### src/rtl/pipe_stall_ctrl.sv
// pipe_stall_ctrl
// ---------------
// Consumer side of the hazard stall request for the five-stage MIPS pipeline.
// Turns the hazard unit's stall request and the DE-stage branch decision into
// per-stage enable / flush / bubble controls, sequences interrupt entry
// (drain EX/MA/WB, then vector the PC and write EPC) and keeps a saturating
// count of hazard stall cycles for performance visibility.
//
// Parameters
//   DRAIN_DEPTH : bubble cycles needed to empty EX, MA and WB (1..15)
//   PERF_W      : width of the stall-cycle counter
//
// Ports
//   i_clk          : system clock, rising edge
//   i_rst_n        : asynchronous active-low reset
//   i_stall_en     : stall request from the hazard unit (same cycle)
//   i_branch_taken : branch/jump resolved taken in DE; IF/DE is wrong-path
//   i_irq          : level-sensitive external interrupt request
//   i_eret_wb      : one-cycle pulse when an ERET retires in WB
//   i_cnt_clr      : synchronous clear of the stall counter
//   o_pc_en        : PC register load enable
//   o_ifde_en      : IF/DE register load enable
//   o_ifde_flush   : load a NOP into IF/DE on the next edge
//   o_deex_bubble  : load a NOP into DE/EX on the next edge
//   o_pc_sel_vec   : select the exception vector as next PC
//   o_epc_we       : capture the DE-stage PC into EPC
//   o_irq_ack      : one-cycle pulse on interrupt entry
//   o_in_isr       : registered; handler active, further irq masked
//   o_stall_cnt    : registered; hazard stall cycles seen in RUN

module pipe_stall_ctrl #(
    parameter int unsigned DRAIN_DEPTH = 3,
    parameter int unsigned PERF_W      = 32
) (
    input  logic              i_clk,
    input  logic              i_rst_n,
    input  logic              i_stall_en,
    input  logic              i_branch_taken,
    input  logic              i_irq,
    input  logic              i_eret_wb,
    input  logic              i_cnt_clr,
    output logic              o_pc_en,
    output logic              o_ifde_en,
    output logic              o_ifde_flush,
    output logic              o_deex_bubble,
    output logic              o_pc_sel_vec,
    output logic              o_epc_we,
    output logic              o_irq_ack,
    output logic              o_in_isr,
    output logic [PERF_W-1:0] o_stall_cnt
);

    typedef enum logic [1:0] {
        RUN    = 2'd0,
        DRAIN  = 2'd1,
        VECTOR = 2'd2
    } state_e;

    // The accept cycle is itself the first bubble, so the drain counter only
    // has to cover the remaining DRAIN_DEPTH-1 cycles.
    localparam logic [3:0]        DRAIN_LOAD = 4'(DRAIN_DEPTH - 1);
    localparam logic [PERF_W-1:0] CNT_MAX    = '1;

    state_e            state_q, state_d;
    logic [3:0]        drainCnt_q, drainCnt_d;
    logic              inIsr_q, inIsr_d;
    logic [PERF_W-1:0] stallCnt_q, stallCnt_d;

    logic irqAccept;
    logic pcEn, ifdeEn, ifdeFlush, deexBubble, pcSelVec, epcWe, irqAck;

    // A taken branch defers the interrupt by one cycle so the branch target
    // reaches DE and becomes the instruction whose PC lands in EPC.
    assign irqAccept = (state_q == RUN) && i_irq && !inIsr_q && !i_branch_taken;

    // Next-state logic for the FSM, drain counter, ISR flag and stall counter.
    always_comb begin
        state_d    = state_q;
        drainCnt_d = drainCnt_q;
        inIsr_d    = inIsr_q;
        stallCnt_d = stallCnt_q;

        unique case (state_q)
            RUN: begin
                if (irqAccept) begin
                    drainCnt_d = DRAIN_LOAD;
                    state_d    = (DRAIN_DEPTH <= 1) ? VECTOR : DRAIN;
                end
            end
            DRAIN: begin
                // Entry is committed here: a dropped irq does not abort it.
                drainCnt_d = drainCnt_q - 4'd1;
                if (drainCnt_q <= 4'd1) begin
                    state_d = VECTOR;
                end
            end
            VECTOR: begin
                state_d = RUN;
            end
            default: begin
                state_d = RUN;
            end
        endcase

        // Entering the handler wins over a simultaneous ERET retirement.
        if (state_q == VECTOR) begin
            inIsr_d = 1'b1;
        end else if (i_eret_wb) begin
            inIsr_d = 1'b0;
        end

        // Only genuine hazard stalls in RUN count; interrupt bubbles do not.
        if (i_cnt_clr) begin
            stallCnt_d = '0;
        end else if ((state_q == RUN) && i_stall_en && !irqAccept
                     && (stallCnt_q != CNT_MAX)) begin
            stallCnt_d = stallCnt_q + 1'b1;
        end
    end

    // State registers; reset returns to RUN with the handler inactive.
    always_ff @(posedge i_clk or negedge i_rst_n) begin
        if (!i_rst_n) begin
            state_q    <= RUN;
            drainCnt_q <= '0;
            inIsr_q    <= 1'b0;
            stallCnt_q <= '0;
        end else begin
            state_q    <= state_d;
            drainCnt_q <= drainCnt_d;
            inIsr_q    <= inIsr_d;
            stallCnt_q <= stallCnt_d;
        end
    end

    // Pipeline controls. These stay combinational so a stall request
    // freezes the front end in the same cycle it is raised.
    always_comb begin
        pcEn       = 1'b0;
        ifdeEn     = 1'b0;
        ifdeFlush  = 1'b0;
        deexBubble = 1'b0;
        pcSelVec   = 1'b0;
        epcWe      = 1'b0;
        irqAck     = 1'b0;

        unique case (state_q)
            RUN: begin
                // A stalled branch has not resolved yet, so it cannot flush.
                ifdeFlush = i_branch_taken && !i_stall_en;
                if (irqAccept) begin
                    // Hold DE so that instruction's PC becomes the EPC.
                    deexBubble = 1'b1;
                end else begin
                    pcEn       = !i_stall_en;
                    ifdeEn     = !i_stall_en;
                    deexBubble = i_stall_en;
                end
            end
            DRAIN: begin
                deexBubble = 1'b1;
            end
            VECTOR: begin
                pcEn       = 1'b1;
                ifdeEn     = 1'b1;
                ifdeFlush  = 1'b1;
                deexBubble = 1'b1;
                pcSelVec   = 1'b1;
                epcWe      = 1'b1;
                irqAck     = 1'b1;
            end
            default: begin
                deexBubble = 1'b1;
            end
        endcase
    end

    // Everything is forced low while reset is asserted, including the enables.
    assign o_pc_en       = i_rst_n & pcEn;
    assign o_ifde_en     = i_rst_n & ifdeEn;
    assign o_ifde_flush  = i_rst_n & ifdeFlush;
    assign o_deex_bubble = i_rst_n & deexBubble;
    assign o_pc_sel_vec  = i_rst_n & pcSelVec;
    assign o_epc_we      = i_rst_n & epcWe;
    assign o_irq_ack     = i_rst_n & irqAck;
    assign o_in_isr      = inIsr_q;
    assign o_stall_cnt   = stallCnt_q;

endmodule
### config.mk
export PLATFORM = sky130hd
export DESIGN_NAME = pipe_stall_ctrl
export DESIGN_NICKNAME = d
export VERILOG_FILES = /design/src/rtl/pipe_stall_ctrl.sv
export SDC_FILE = /design/constraint.sdc
export NUM_CORES = 1
export LEC_CHECK = 0
export BUFFER_PORTS_ARGS = -buffer_cell sky130_fd_sc_hd__buf_4
export CORE_ASPECT_RATIO = 0.7
export CORE_MARGIN = 3
export CORE_UTILIZATION = 45
export DETAILED_ROUTE_END_ITERATION = 7
export PLACE_DENSITY_LB_ADDON = 0.08
export SLEW_MARGIN = 20
export SYNTH_ARGS = -nofsm -noshare
export SYNTH_HDL_FRONTEND = slang
export SYNTH_SLANG_ARGS = --single-unit
### constraint.sdc
create_clock -name i_clk -period 2.3 [get_ports i_clk]
set_input_delay 0 -clock i_clk [delete_from_list [all_inputs] [get_ports i_clk]]
set_output_delay 0 -clock i_clk [all_outputs]
set_load 0.1 [all_outputs]
==> flow_summary.yaml, run 1 <==
timing:
  fin_crit_ns: 2.16
  slew_headroom: 0.707
  rsz0062_at_grt: "false"
  skew_ns: 0.00744
  whs_ns: 0.111
  tightest_slew_ns: 0.439
  hold_viol_final: 0
  maxSlewViolCount: 0
  fmax_mhz: 463
  finalWorstSetupSlack_ns: 0.139
  finalCritPeriodShare: 0.939
  setup_violations: 0
  tns_ns: 0
detailed_routing:
  ant_nets: 0
  dr.pass1.iters: 4
  drt-total-wl_mm: 5.46
  wl_met3_um: 298
  dr_wl_met2_mm: 2.23
  drtIter0Drc: 130
  drc_errors: 0
  wl_met1_mm: 2.87
  vias: 2005
  top_layer_used: "met4"
  wire_per_inst_um: 15.0
  via_per_inst: 5.51
floorplan:
  die_w_um: 91.0
  ios: 47
  dieArea_mm2: 0.00597
  start_util: 0.495
  core-area_mm2: 0.00460
  die_h_um: 65.5
  rows: 20
yosys:
  yosys.area_share.simple: 0.303
  synth_top_family_by_area: "simple AND/OR/NAND/NOR gates"
  synthDistinctLibCells: 53
  synthesis.nets: 257
  synth-seq-cells: 39
  ys_warn_count: 0
  ys.flop_type: "dfrtp_1"
  synth_compound_area_frac: 0.163
  synth_edf_count: 0
  synth_mux_area_frac: 0.0143
  yosys.area_share.adder: 0.0165
  netlist_area_mm2: 0.00228
  synth_top_area_frac: 0.428
  syn_area_per_cell_um2: 9.22
  synth_largest_area_cell: "dfrtp_1"
  synth_seq_area_share: 0.428
  netlist_instances: 247
  synth-xor-area-share: 0.0231
  synth_area_leaders: "dfrtp_1 43%, a21oi_1 5.3%, o21ai_0 5.1%"
  ys_async_sr_fraction: 1.00
global_route:
  grt_use_total: 0.202
  grt_max_degree: 35
  first_global_vias: 1896
  grt_overflow: 0
  grt_antenna_before_repair: 0
  grt_pass1_wl_mm: 9.49
place:
  hpwl_mm: 4.01
  place_ws_ns: 0.136
  gp_congestion: 0.824
  dpl_cell_area_mm2: 0.00276
  io_buffers: 46
setup_path:
  cp_data_arrival_time_ns: 2.32
  cp-end-kind: "register"
  required_ns: 2.46
  path_class: "register to register"
  cp-start-kind: "register"
  crit_fanout: 10
hold_path:
  worstHoldPathType: "primary input to register"
pwr:
  vdd_drop_max_mv: 0.501
  p_per_area_mw_per_mm2: 757
  power_leakage_nw: 1.15
outcome:
  status: "complete, no violations"
cells_and_area:
  layout_common_cells: "54 x buf_4, 24 x a21oi_1, 24 x dfrtp_2"
  multi_input_area_mm2: 0.00120
  syn2layout_area_growth_pct: 27.9
  layout_commonest_cell: "buf_4"
  seqCellArea_mm2: 0.00104
  drive_above_1_share: 0.406
  fill_cells: 386
  final_nets: 307
  stdcell_area_mm2: 0.00291
  antenna_cells: 0
run:
  cap_violations: 0
clock_network:
  numCtsBuffers: 5
  clkTransAtPathRegs_ns: 0.08
  cts_tree: "yes"
  clock_latency_ns: 0.29
  cts_setup_buffers: 0
  htree_levels: 2
  clkSinkCount: 39
  cts_root_buf: "clkbuf_8"
  clk_path_buf_depth: 2
sequential cells by signal (all words and copies together) (netlist names):
signal and cells:
o_stall_cnt 32, o_in_isr 1, drainCnt_q 4, state_q 2
through the flow:
stage / instances / utilization / total power [mW]
after detailed placement: 354 / 0.598 / 1.55
after floorplan: 247 / - / 1.38
final: 364 / 0.633 / 2.21
after global placement: 354 / 0.598 / 1.54
after CTS: 364 / 0.632 / 2.23
after global routing: 364 / 0.633 / 2.35
timing repair:
item | 4_1_cts | 5_1_grt
resized for setup | 0 | 2
hold buffers | 2 | 0
endpoints found under the setup margin | 0 | 9
hold endpoints to repair | 40 | 0
final cells by class:
class                      instances  area share
clock buffer                       6      0.0249
inverter                           8      0.0103
timing repair buffer              56       0.146
clock inverter                     2      0.0206
multi-input combinational        187       0.413
tap                               66      0.0283
sequential                        39       0.357
synth_stat cells, drive strengths merged (2+ instances only):
cell / n
nor4: 2
and4: 4
inv: 8
buf: 5
nand4: 9
nand2b: 2
mux2: 2
dfrtp: 39
xnor2: 3
or3: 20
nand3: 13
a21oi: 24
o21ai: 23
o31ai: 7
nand2: 16
and2: 2
nor3: 8
and3: 4
nor2b: 3
xor2: 3
clkbuf: 5
ha: 3
nor2: 18
or4: 8
report_power, final:
group | total (mW) | switching, mW | internal, mW
sequential | 0.822 | 0.0627 | 0.760
clock | 0.668 | 0.235 | 0.434
combinational | 0.716 | 0.522 | 0.194
total | 2.21 | 0.819 | 1.39
worst max-delay path, cell delays in order (launching register included):
cell and delay, ns:
dfrtp_4 0.45, nand3_1 0.26, or4_4 0.64, o31ai_4 0.40, mux2i_1 0.23, nor2_1 0.05
path summary, 6_finish.rpt:
path | startpoint | end | slack (ns) | cells past startpoint
setup / recovery | o_stall_cnt[18] | o_stall_cnt[1] | 0.14 | 5
hold / removal | i_cnt_clr | o_stall_cnt[24] | 0.11 | 2
setup reg to reg | o_stall_cnt[18] | o_stall_cnt[1] | 0.14 | 5
hold reg to reg | drainCnt_q[3] | drainCnt_q[3] | 0.49 | 1
max in group asynchronous | i_rst_n | o_stall_cnt[17] | 1.56 | 3
min in group asynchronous | i_rst_n | o_stall_cnt[19] | 0.15 | 2
routing by layer:
layer | up-vias | global-route usage
li1 | 1006 | -
met1 | 938 | 0.301
met2 | 57 | 0.289
met3 | 4 | 0.0423
met4 | 0 | 0.0677
met5 | - | 0
cell families after synthesis:
kind of cell | count (synthesis)
AND/OR/NAND/NOR | 114
XOR/XNOR | 6
adder cells (fa/ha/maj) | 3
buffers and inverters | 21
AO/OA/AOI/OAI | 61
flip-flops | 39
multiplexers | 3
No activity file was read; power rests on OpenSTA's default activity.
==> inputs of run 2 (changes only) <==
--- a/config.mk
+++ b/config.mk
@@ -9,6 +9,7 @@
 export CORE_ASPECT_RATIO = 0.7
 export CORE_MARGIN = 3
 export CORE_UTILIZATION = 45
+export CTS_BUF_LIST = sky130_fd_sc_hd__clkbuf_4 sky130_fd_sc_hd__clkbuf_8
 export DETAILED_ROUTE_END_ITERATION = 7
 export PLACE_DENSITY_LB_ADDON = 0.08
 export SLEW_MARGIN = 20
==> flow_summary.yaml, run 2 (synthesized netlist as in run 1, its figures left out) <==
timing:
  maxSlewViolCount: 0
  tns_ns: 0
  skew_ns: 0.00748
  fin_crit_ns: 2.16
  setup_violations: 0
  slew_headroom: 0.712
  hold_viol_final: 0
  tightest_slew_ns: 0.433
  finalCritPeriodShare: 0.940
  finalWorstSetupSlack_ns: 0.139
  fmax_mhz: 463
  rsz0062_at_grt: "false"
cells_and_area:
  stdcell_area_mm2: 0.00292
  syn2layout_area_growth_pct: 28.1
  final_nets: 307
  fill_cells: 386
  largest_reg_flops: 32
  antenna_cells: 0
  drive_above_1_share: 0.409
  layout_commonest_cell: "buf_4"
  fin_util: 0.634
  layout_common_cells: "54 x buf_4, 24 x a21oi_1, 24 x dfrtp_2"
setup_path:
  path_class: "register to register"
  required_ns: 2.46
  cp-start-kind: "register"
  cp_data_arrival_time_ns: 2.32
  worst_r2r_path_depth: 5
  crit_fanout: 10
  cp-end-kind: "register"
global_route:
  grt_antenna_before_repair: 0
  grt_use_total: 0.202
  grt_pass1_wl_mm: 9.49
  grt_overflow: 0
  first_global_vias: 1896
  grt_max_degree: 35
place:
  dpl_cell_area_mm2: 0.00276
  gp_congestion: 0.824
  place_ws_ns: 0.136
  hpwl_mm: 4.01
  io_buffers: 46
outcome:
  status: "complete, no violations"
clock_network:
  clk_path_buf_depth: 2
  clock_latency_ns: 0.29
  clkTransAtPathRegs_ns: 0.08
  numCtsBuffers: 5
  clkSinkCount: 39
  cts_tree: "yes"
  htree_levels: 2
  cts_root_buf: "clkbuf_8"
  cts_setup_buffers: 0
detailed_routing:
  via_per_inst: 5.52
  ant_nets: 0
  wire_per_inst_um: 14.9
  drt-total-wl_mm: 5.42
  drc_errors: 0
  drtIter0Drc: 129
  vias: 2009
  dr.pass1.iters: 4
hold_path:
  worstHoldPathType: "primary input to register"
  min_path_cells: 2
floorplan:
  dieArea_mm2: 0.00597
  core-area_mm2: 0.00460
  start_util: 0.495
  die_h_um: 65.5
  rows: 20
  die_w_um: 91.0
  ios: 47
pwr:
  vdd_drop_max_mv: 0.501
  power_leakage_nw: 1.15
  p_per_area_mw_per_mm2: 760
run:
  cap_violations: 0
[run 2: layer usage]
metal,share of wire,global-route usage
met1,0.52,0.301
met2,0.41,0.289
met3,0.055,0.0423
met4,0.011,0.0677
met5,0,0
[run 2: power by group]
part | internal, mW | total [mW] | switching, mW
clock network | 0.445 | 0.680 | 0.234
logic | 0.194 | 0.715 | 0.521
registers | 0.760 | 0.822 | 0.0626
total | 1.40 | 2.22 | 0.818
[run 2: per-stage QoR]
step	std cells	hold slack [ns]	total power, mW
2_1_floorplan	247	-0.296	1.38
3_3_place_gp	354	-0.0979	1.54
3_5_place_dp	354	-0.0976	1.55
4_1_cts	364	0.0919	2.24
5_1_grt	364	0.117	2.36
6_report	364	0.106	2.22
[run 2: worst paths after layout]
| path | from | endpoint | slack (ns) |
|---|---|---|---|
| min in group asynchronous | i_rst_n | o_stall_cnt[23] | 0.15 |
| max in group asynchronous | i_rst_n | o_stall_cnt[17] | 1.56 |
| hold / removal | i_cnt_clr | o_stall_cnt[24] | 0.11 |
| hold reg to reg | drainCnt_q[3] | drainCnt_q[3] | 0.49 |
| setup / recovery | o_stall_cnt[18] | o_stall_cnt[1] | 0.14 |
| setup reg to reg | o_stall_cnt[18] | o_stall_cnt[1] | 0.14 |
[run 2: what timing repair did]
action	4_1_cts	5_1_grt
gates resized for setup	0	2
endpoints found under the hold margin	40	0
hold buffers	2	0
endpoints found under the setup margin	0	9
[run 2: layout make-up]
type / instances / area, µm² / area share
repair buffers: 56 / 425 / 0.146
inverters: 8 / 30.0 / 0.0103
clock buffers: 6 / 76.3 / 0.0262
well taps: 66 / 82.6 / 0.0283
clock inverters: 2 / 60.1 / 0.0206
multi-input cells: 187 / 1200 / 0.413
flip-flops and latches: 39 / 1040 / 0.356
[run 2: critical path: stages, from the launching register on]
cell and delay [ns]:
dfrtp_4 0.44, nand3_1 0.26, or4_4 0.64, o31ai_4 0.39, mux2i_1 0.23, nor2_1 0.05
